<file path="config.mk">
export PLATFORM = sky130hd
export DESIGN_NAME = afh_map_builder_flat
export DESIGN_NICKNAME = d
export VERILOG_FILES = /design/src/rtl/afh_map_builder_if.sv /design/src/rtl/afh_map_builder.sv /design/src/flat_wrapper.sv
export SDC_FILE = /design/constraint.sdc
export NUM_CORES = 1
export LEC_CHECK = 0
export BUFFER_PORTS_ARGS = -buffer_cell sky130_fd_sc_hd__clkbuf_2
export CORE_ASPECT_RATIO = 1.1
export CORE_UTILIZATION = 55
export CTS_CLUSTER_DIAMETER = 50
export DETAILED_ROUTE_END_ITERATION = 7
export HOLD_SLACK_MARGIN = 0.08
export PLACE_DENSITY_LB_ADDON = 0.15
export SLEW_MARGIN = 20
export SYNTH_ARGS = -nofsm -noshare
export SYNTH_HDL_FRONTEND = slang
export SYNTH_SLANG_ARGS = --single-unit
</file>
<file path="constraint.sdc">
create_clock -name clk -period 12 [get_ports clk]
set_input_delay 0.6 -clock clk [delete_from_list [all_inputs] [get_ports clk]]
set_output_delay 0.6 -clock clk [all_outputs]
set_load 0.05 [all_outputs]
</file>
<file path="src/rtl/afh_map_builder_if.sv">
// rtl/afh_map_builder_if.sv - update request, hop strobe and active AFH state seen by the hop kernel
interface afh_map_builder_if;
  logic        upd_req;
  logic [79:0] new_chmap;
  logic        hop_sync;
  logic        busy;
  logic        done_p;
  logic        map_err;
  logic [79:0] AFH_channel_map;
  logic [6:0]  AFH_modN;
  logic [6:0]  rd_addr;
  logic [6:0]  rd_data;

  modport master (
    output upd_req, new_chmap, hop_sync, rd_addr,
    input  busy, done_p, map_err, AFH_channel_map, AFH_modN, rd_data
  );

  modport slave (
    input  upd_req, new_chmap, hop_sync, rd_addr,
    output busy, done_p, map_err, AFH_channel_map, AFH_modN, rd_data
  );
endinterface

</file>
<file path="src/rtl/afh_map_builder.sv">
// rtl/afh_map_builder.sv - scans a 79-channel map into a double-buffered remap table, commits on hop_sync
module afh_map_builder #(
  parameter int NMIN = 20
) (
  input  logic              clk,
  input  logic              rst,
  afh_map_builder_if.slave  bus
);
  typedef enum logic [1:0] {IDLE, SCAN, PEND} state_t;

  state_t      state_q, state_d;
  logic [6:0]  k_q, k_d;
  logic [6:0]  wcnt_q, wcnt_d;
  logic        last_q, last_d;
  logic [78:0] shadow_q, shadow_d;
  logic [79:0] map_q, map_d;
  logic [6:0]  modn_q, modn_d;
  logic        valid_q, valid_d;
  logic        bank_q, bank_d;
  logic        busy_q, busy_d;
  logic        done_q, done_d;
  logic        err_q, err_d;

  logic [6:0]  tab_q [2][79];
  logic        wr_en;
  logic        commit;
  logic [6:0]  ch;

  // Basic-hop order: all even channels first, then all odd channels.
  always_comb begin
    ch = (k_q <= 7'd39) ? (k_q << 1) : (((k_q - 7'd40) << 1) | 7'd1);
  end

  always_comb begin
    state_d  = state_q;
    k_d      = k_q;
    wcnt_d   = wcnt_q;
    last_d   = last_q;
    shadow_d = shadow_q;
    map_d    = map_q;
    modn_d   = modn_q;
    valid_d  = valid_q;
    bank_d   = bank_q;
    busy_d   = busy_q;
    done_d   = 1'b0;
    err_d    = 1'b0;
    wr_en    = 1'b0;
    commit   = 1'b0;
    case (state_q)
      IDLE: begin
        if (bus.upd_req) begin
          shadow_d = bus.new_chmap[78:0];
          k_d      = 7'd0;
          wcnt_d   = 7'd0;
          last_d   = 1'b0;
          busy_d   = 1'b1;
          state_d  = SCAN;
        end
      end
      SCAN: begin
        if (!last_q) begin
          if (shadow_q[ch]) begin
            wr_en  = 1'b1;
            wcnt_d = wcnt_q + 7'd1;
          end
          if (k_q == 7'd78) last_d = 1'b1;
          else              k_d    = k_q + 7'd1;
        end else if (wcnt_q < 7'(NMIN)) begin
          done_d  = 1'b1;
          err_d   = 1'b1;
          busy_d  = 1'b0;
          state_d = IDLE;
        end else if (bus.hop_sync) begin
          commit = 1'b1;
        end else begin
          state_d = PEND;
        end
      end
      PEND: begin
        if (bus.hop_sync) commit = 1'b1;
      end
      default: state_d = IDLE;
    endcase
    // Everything the kernel reads flips in this single update.
    if (commit) begin
      bank_d  = ~bank_q;
      map_d   = {1'b0, shadow_q};
      modn_d  = wcnt_q;
      valid_d = 1'b1;
      done_d  = 1'b1;
      busy_d  = 1'b0;
      state_d = IDLE;
    end
  end

  always_ff @(posedge clk) begin
    if (rst) begin
      state_q  <= IDLE;
      k_q      <= 7'd0;
      wcnt_q   <= 7'd0;
      last_q   <= 1'b0;
      shadow_q <= '0;
      map_q    <= {1'b0, {79{1'b1}}};
      modn_q   <= 7'd79;
      valid_q  <= 1'b0;
      bank_q   <= 1'b0;
      busy_q   <= 1'b0;
      done_q   <= 1'b0;
      err_q    <= 1'b0;
    end else begin
      state_q  <= state_d;
      k_q      <= k_d;
      wcnt_q   <= wcnt_d;
      last_q   <= last_d;
      shadow_q <= shadow_d;
      map_q    <= map_d;
      modn_q   <= modn_d;
      valid_q  <= valid_d;
      bank_q   <= bank_d;
      busy_q   <= busy_d;
      done_q   <= done_d;
      err_q    <= err_d;
    end
  end

  // Table contents need no reset; table_valid and modN gate every read.
  always_ff @(posedge clk) begin
    if (wr_en) tab_q[~bank_q][wcnt_q] <= ch;
  end

  assign bus.busy            = busy_q;
  assign bus.done_p          = done_q;
  assign bus.map_err         = err_q;
  assign bus.AFH_channel_map = map_q;
  assign bus.AFH_modN        = modn_q;
  assign bus.rd_data         = (valid_q && (bus.rd_addr < modn_q)) ? tab_q[bank_q][bus.rd_addr] : 7'd0;
endmodule

</file>
<file path="src/flat_wrapper.sv">
// flat-port wrapper written by rule: the top's interface ports become plain ports
module afh_map_builder_flat 
#(
  parameter int NMIN = 20
)
  (clk, rst, bus_upd_req, bus_new_chmap, bus_hop_sync, bus_rd_addr, bus_busy, bus_done_p, bus_map_err, bus_AFH_channel_map, bus_AFH_modN, bus_rd_data);
  afh_map_builder_if bus_i ();
  input  logic clk;
  input  logic rst;
  input wire logic [$bits(bus_i.upd_req)-1:0] bus_upd_req;
  input wire logic [$bits(bus_i.new_chmap)-1:0] bus_new_chmap;
  input wire logic [$bits(bus_i.hop_sync)-1:0] bus_hop_sync;
  input wire logic [$bits(bus_i.rd_addr)-1:0] bus_rd_addr;
  output wire logic [$bits(bus_i.busy)-1:0] bus_busy;
  output wire logic [$bits(bus_i.done_p)-1:0] bus_done_p;
  output wire logic [$bits(bus_i.map_err)-1:0] bus_map_err;
  output wire logic [$bits(bus_i.AFH_channel_map)-1:0] bus_AFH_channel_map;
  output wire logic [$bits(bus_i.AFH_modN)-1:0] bus_AFH_modN;
  output wire logic [$bits(bus_i.rd_data)-1:0] bus_rd_data;
  assign bus_i.upd_req = bus_upd_req;
  assign bus_i.new_chmap = bus_new_chmap;
  assign bus_i.hop_sync = bus_hop_sync;
  assign bus_i.rd_addr = bus_rd_addr;
  assign bus_busy = bus_i.busy;
  assign bus_done_p = bus_i.done_p;
  assign bus_map_err = bus_i.map_err;
  assign bus_AFH_channel_map = bus_i.AFH_channel_map;
  assign bus_AFH_modN = bus_i.AFH_modN;
  assign bus_rd_data = bus_i.rd_data;
  afh_map_builder #(.NMIN(NMIN)) u_core (.clk(clk), .rst(rst), .bus(bus_i));
endmodule
</file>
==> out/metrics.cfg, run 1 <==
[clocking]
cts.path.max_buffers = 3
path_clk_slew_ns = 0.06
cts_num_sinks = 1294
post_cts_buffers = 0
cts_root_buffer = clkbuf_16
cts_max_level = 4
clkLatencyLatePin_ns = 0.72
cts_tree = built
cts_inserted_buffers = 131

[synth]
post-synth-top-count-cell = edfxtp_1
synth_edf_count = 1106
syn_area_um2 = 51740
synth-main-ff-cell = edfxtp_1
synth_seq_cells = 1294
synthCells = 3346
yosysWarnings = 0
ys_async_sr_fraction = 0
yosysTopAreaCell = edfxtp_1
yosysTopAreaCellShare = 0.6419
synth_common_cells = edfxtp_1, nand2_1, mux2i_1
ys_seq_area_frac = 0.7146
synth_area_leaders = edfxtp_1, dfxtp_1, mux4_2
syn_area_per_cell_um2 = 15.46
synth_cell_types = 76
synth_nets = 3452

[setup_path]
worst-r2r-setup-slack_ns = 4.77
cp.arrival_ns = 7.56
crit_required_ns = 12.33
crit_family = simple AND/OR/NAND/NOR gates
cp_slowest_cell = nor4_2
reg2reg_from = u_core.k_q[0]
r2r_end = u_core.tab_q[1][1]
critPathKind = register to register
path_cells = and2_0 -> a311o_1 -> nand2_4 -> inv_6 -> mux2_2 -> o22ai_1 -> o21ai_0 -> o211ai_1 -> o21ai_4 -> nand3_4 -> nor4_2
start_kind = register
cp_num_buf_inv = 1
end_kind = register
r2r_cells = 11
critPathMaxFanout = 103
slowest_delay_ns = 1.12

[layout]
nets = 3626
design_area_um2 = 58530
fill_cells = 6730
syn_to_final_growth_pct = 13.13
finalNonFillerCells = 4872
final_util = 0.6307
layout-drive-gt1-share = 0.1717

[detailed_routing]
first_iter_violations = 2979
via_per_inst = 6.155
drc = 0
vias = 29990
totalWireLength_um = 123600
wl_per_cell_um = 25.37
drt_first_pass_iters = 8
ant_nets = 0

[pwr]
p_sw_frac = 0.2086
p_seq_frac = 0.519
clkPwrFrac = 0.441
p_total_mw = 9.416
p_sw_mw = 1.965
ir_drop_mv = 0.1612
comb_power_share = 0.040
power.density_nw_per_um2 = 160.9
p_int_mw = 7.452
leakage_nw = 17.77

[place]
placed_area_um2 = 53680
hpwl_um = 75700
gp_congestion = 0.8413
io_buffer_count = 185
dp_cells = 4594

[run]
maxCapViolCount = 0

[global_route]
grtUsageTotal = 0.2625
grt.overflow.total = 0
grt_antenna_before_repair = 2
grt_pass1_vias = 29800
grt_max_degree = 118
grt_pass1_wl_um = 185400

[die]
start_util = 0.5575
die-area_um2 = 95300
core-area_um2 = 92810
die_x_um = 294.4
rows = 117
dieHeight_um = 323.7
io_pins = 188

[sta]
tightestPinTransition_ns = 1.174
final_max_slew_viol_count = 0
setup_tns_ns = 0
finalCriticalPeriod_ns = 7.226
relSlewSlack = 0.2167
skew_ns = 0.02400
fmax_mhz = 138.4
setup_viol_count_final = 0
rsz0062_at_grt = false
finalHoldViolCount = 0
post-route-period-util = 0.6022

[min_path]
min_to = u_core.shadow_q[4]
min_path_cells = 3
min_from = bus_new_chmap[4]
hp-class = input port to register

[status]
status = completed

-- worst register-to-register path, stage by stage, from the launching register on --
cell and delay [ns]:
dfxtp_4 0.62, and2_0 0.79, a311o_1 0.90, nand2_4 0.37, inv_6 0.73, mux2_2 0.30, o22ai_1 0.10, o21ai_0 0.28
o211ai_1 0.34, o21ai_4 0.52, nand3_4 0.77, nor4_2 1.13
-- sequential cells by signal (all words and copies together), names as in the netlist, named ones only --
signal,flops
u_core.bus.AFH_channel_map,79
u_core.valid_q,1
u_core.tab_q,1106
u_core.last_q,1
u_core.bus.done_p,1
u_core.bus.map_err,1
u_core.k_q,7
u_core.state_q,2
u_core.bus.busy,1
u_core.bank_q,1
u_core.wcnt_q,7
u_core.bus.AFH_modN,7
u_core.shadow_q,79
-- cells in the final DEF (no fill, tap or decap), types with 40 or more instances in the layout --
| cell type | count |
|---|---|
| o221ai_1 | 127 |
| nor2_1 | 196 |
| clkbuf_16 | 137 |
| dfxtp_1 | 184 |
| nand3b_1 | 84 |
| clkbuf_2 | 181 |
| o22ai_1 | 65 |
| buf_4 | 40 |
| edfxtp_1 | 1106 |
| nand2_1 | 461 |
| dlygate4sd3_1 | 41 |
| a211oi_1 | 42 |
| mux2i_1 | 269 |
| mux4_2 | 155 |
| a21oi_1 | 168 |
-- through the flow --
step	worst slack (ns)	hold slack, ns
floorplan	2.130	0.4408
global placement	5.064	0.4510
detailed placement	4.875	0.4568
CTS	4.849	0.08072
global route	4.566	0.09440
finish	4.774	0.1218
-- cell type report --
class / count / area, um^2 / share of cell area
inverters: 22 / 92.59 / 0.001582
clock buffers: 169 / 3598 / 0.06148
multi-input cells: 1805 / 13810 / 0.2359
clock inverters: 66 / 810.8 / 0.01385
diodes: 1 / 2.502 / 0.00004275
repair buffers: 266 / 1665 / 0.02845
well taps: 1249 / 1563 / 0.02670
flip-flops and latches: 1294 / 36990 / 0.6320
-- logic make-up (layout without fill, tap and decap cells) --
| logic type | Yosys count | in the layout | share of synthesized area |
|---|---|---|---|
| flip-flops | 1294 | 1294 | 0.7146 |
| AND/OR/NAND/NOR | 868 | 868 | 0.07555 |
| AO/OA/AOI/OAI | 489 | 489 | 0.06503 |
| multiplexers | 426 | 426 | 0.1199 |
| buffers and inverters | 247 | 523 | 0.02012 |
| adder cells (fa/ha/maj) | 15 | 15 | 0.003627 |
| XOR/XNOR | 6 | 6 | 0.001016 |
| other | 1 | 2 | 0.00007248 |
-- power groups by stage --
stage               clock network (mW)  registers (mW)  logic (mW)
floorplan                            0            4.99       0.219
global placement                     0            4.98       0.354
detailed placement                   0            4.98       0.360
CTS                               4.20            4.89       0.372
global route                      4.38            4.89       0.400
finish                            4.16            4.89       0.375
-- layer usage --
layer  vias to the layer above  routed length [um]  global-route usage
met2                      1210               61520              0.4358
met1                     15200               49420              0.3518
met5                         -                  13                   0
met4                         2                4092             0.09572
li1                      13350                   -                   -
met3                       225                8532             0.04255
-- how the worst max path moves through the flow --
stage / start / to / slack [ns] / depth (start not counted)
finish: u_core.k_q[0] / u_core.tab_q[1][1] / 4.77 / 11
floorplan: u_core.k_q[0] / u_core.tab_q[1][0] / 2.13 / 11
global route: u_core.k_q[0] / u_core.tab_q[1][1] / 4.57 / 11
detailed placement: u_core.k_q[0] / u_core.tab_q[1][1] / 4.88 / 11
CTS: u_core.k_q[0] / u_core.tab_q[1][1] / 4.85 / 11
global placement: u_core.k_q[0] / u_core.tab_q[1][6] / 5.06 / 11
-- repair_timing --
item / in CTS / in global routing
hold endpoints to repair: 41 / 0
gates resized for setup: 0 / 0
hold buffers: 41 / 0
Note: power is estimated with default switching activity, not from simulation.
==> run 2, diff against run 1 <==
clock period = 5.9 ns   (was 12 ns; I/O delays follow)
==> run 2 against run 1 <==
- die area did not move
- critical path depth rose by 3
- maximum frequency is 33% higher
- cell count is 1.7% higher
- largest power group unchanged
- combinational power grew 120%
- global-route usage up 1.1 points
- core utilization is 0.75 points higher
==> out/metrics.cfg, run 2 (synthesized netlist as in run 1, its figures left out) <==
[die]
die-area_um2 = 95300  ; unchanged
rows = 117  ; unchanged
start_util = 0.5575  ; unchanged
dieHeight_um = 323.7  ; unchanged
core-area_um2 = 92810  ; unchanged
die_x_um = 294.4  ; unchanged
io_pins = 188  ; unchanged

[clocking]
postCtsHoldBufs = 96  ; +130%
path_clk_slew_ns = 0.06  ; about the same
cts_tree = built
clkLatencyLatePin_ns = 0.74  ; +0.02 ns
post_cts_buffers = 0  ; unchanged
cts_num_sinks = 1294  ; unchanged
cts_max_level = 4  ; unchanged
cts.repair.resized = 0  ; unchanged
cts_root_buffer = clkbuf_16
cts.path.max_buffers = 3  ; unchanged
cts_inserted_buffers = 132  ; +0.76%

[layout]
layout-drive-gt1-share = 0.1746  ; +0.002866
mostFrequentLayoutCell = edfxtp_1
final_cell_mix = edfxtp_1, nand2_1, mux2i_1
regArea_um2 = 36990  ; unchanged
nets = 3700  ; +2.0%
syn_to_final_growth_pct = 14.47
fill_cells = 6645  ; -1.3%
largest_reg_flops = 1106  ; unchanged
top_register = u_core.tab_q
multi_input_area_um2 = 13780  ; -0.21%

[run]
maxCapViolCount = 0  ; unchanged

[global_route]
grt_pass1_wl_um = 193100  ; +4.2%
grt_pass1_vias = 30650  ; +2.8%
grt_antenna_before_repair = 4  ; +2
grtUsageTotal = 0.2733  ; +0.01084
grt_max_degree = 187  ; +58%
grt.overflow.total = 0  ; unchanged

[setup_path]
end_kind = register
crit_required_ns = 6.28  ; -6.05 ns
start_kind = register
cp_slowest_cell = buf_12
path_common_cell = buf_4
path_cells = buf_12 -> and2_0 -> buf_4 -> a311o_1 -> nand2_4 -> inv_4 -> mux2_2 -> o22ai_1 -> o21ai_0 -> o211ai_1 -> o21ai_4 -> nand3_4 -> buf_4 -> nor2_1
cp.arrival_ns = 5.80  ; -1.76 ns
critPathKind = register to register
slowest_delay_ns = 0.69  ; -0.43 ns
critPathMaxFanout = 186  ; +81%

[pwr]
ir_drop_mv = 0.3146  ; +95%
power.density_nw_per_um2 = 322.0  ; +100%
leakage_nw = 18.69  ; +5.1%

[sta]
fin_ws_ns = 0.4774  ; -4.296 ns
setup_tns_ns = 0  ; unchanged
finalHoldViolCount = 0  ; unchanged
finalCriticalPeriod_ns = 5.423  ; -1.804 ns
post-route-period-util = 0.9191  ; +0.3169
rsz0062_at_grt = false
setup_viol_count_final = 0  ; unchanged
final_max_slew_viol_count = 0  ; unchanged
fmax_mhz = 184.4  ; +33%
skew_ns = 0.03208  ; +0.008084 ns
tightestPinTransition_ns = 1.195  ; +0.02114 ns
relSlewSlack = 0.1973  ; -0.01938

[place]
gp_congestion = 0.8756  ; +4.1%
io_buffer_count = 185  ; unchanged
hpwl_um = 77250  ; +2.0%
place_ws_ns = 0.5266  ; -4.349 ns

[status]
status = completed

[detailed_routing]
wl_per_cell_um = 25.92  ; +2.2%
totalWireLength_um = 128400  ; +3.9%
ant_nets = 0  ; unchanged
via_per_inst = 6.186  ; +0.51%
met3_length_um = 9089  ; +6.5%
wl_met1_um = 52080  ; +5.4%
vias = 30650  ; +2.2%
drt_first_pass_iters = 5  ; -3
top_layer_used = met4
drc = 0  ; unchanged
dr_wl_met2_um = 62360  ; +1.4%
first_iter_violations = 3117  ; +4.6%

[min_path]
hp-class = input port to register

-- run 2: path summary, 6_finish.rpt --
kind,startpoint,end,slack (ns),cells after the start
setup / recovery,u_core.k_q[0],u_core.tab_q[1][170],0.48,14
hold / removal,bus_hop_sync,u_core.bus.AFH_modN[5],0.15,4
setup reg to reg,u_core.k_q[0],u_core.tab_q[1][170],0.48,14
hold reg to reg,u_core.bus.AFH_channel_map[8],u_core.bus.AFH_channel_map[8],0.47,2
-- run 2: layer usage --
| metal | GRT usage | up-vias |
|---|---|---|
| li1 | - | 13500 |
| met1 | 0.3731 | 15520 |
| met2 | 0.4446 | 1364 |
| met3 | 0.04111 | 258 |
| met4 | 0.1091 | 0 |
| met5 | 0 | - |
-- run 2: cell type report --
cell class,instances,share of cell area
tap,1249,0.02639
clock inverter,77,0.01346
sequential,1294,0.6246
timing repair buffer,339,0.04130
multi-input combinational,1805,0.2327
antenna,5,0.0002113
inverter,22,0.001521
clock buffer,163,0.05985
-- run 2: power by group --
part	switching (mW)	total (mW)	leakage [nW]	internal (mW)
clock network	3.44	8.32	2.11	4.87
registers	0.0505	9.93	11.4	9.88
logic	0.549	0.818	5.19	0.268
-- run 2: per-stage QoR --
step / util / area, um^2 / instances / power (mW) / hold slack (ns)
after global placement: 0.5803 / 53860 / 4611 / 10.86 / 0.4496
after floorplan: - / 51760 / 3346 / 10.58 / 0.4310
after CTS: 0.6374 / 59160 / 4947 / 19.16 / 0.2718
after detailed placement: 0.5803 / 53860 / 4611 / 10.88 / 0.4541
after global routing: 0.6381 / 59220 / 4952 / 19.58 / 0.1578
final: 0.6381 / 59230 / 4954 / 19.07 / 0.1463
-- run 2: worst max-delay path, delay by kind of cell (launching register included) --
| family | cells | cell delay [ns] |
|---|---|---|
| buf+inv | 4 | 1.86 |
| compound gates | 5 | 1.47 |
| mux | 1 | 0.37 |
| flops | 1 | 0.36 |
| simple gates | 4 | 0.95 |
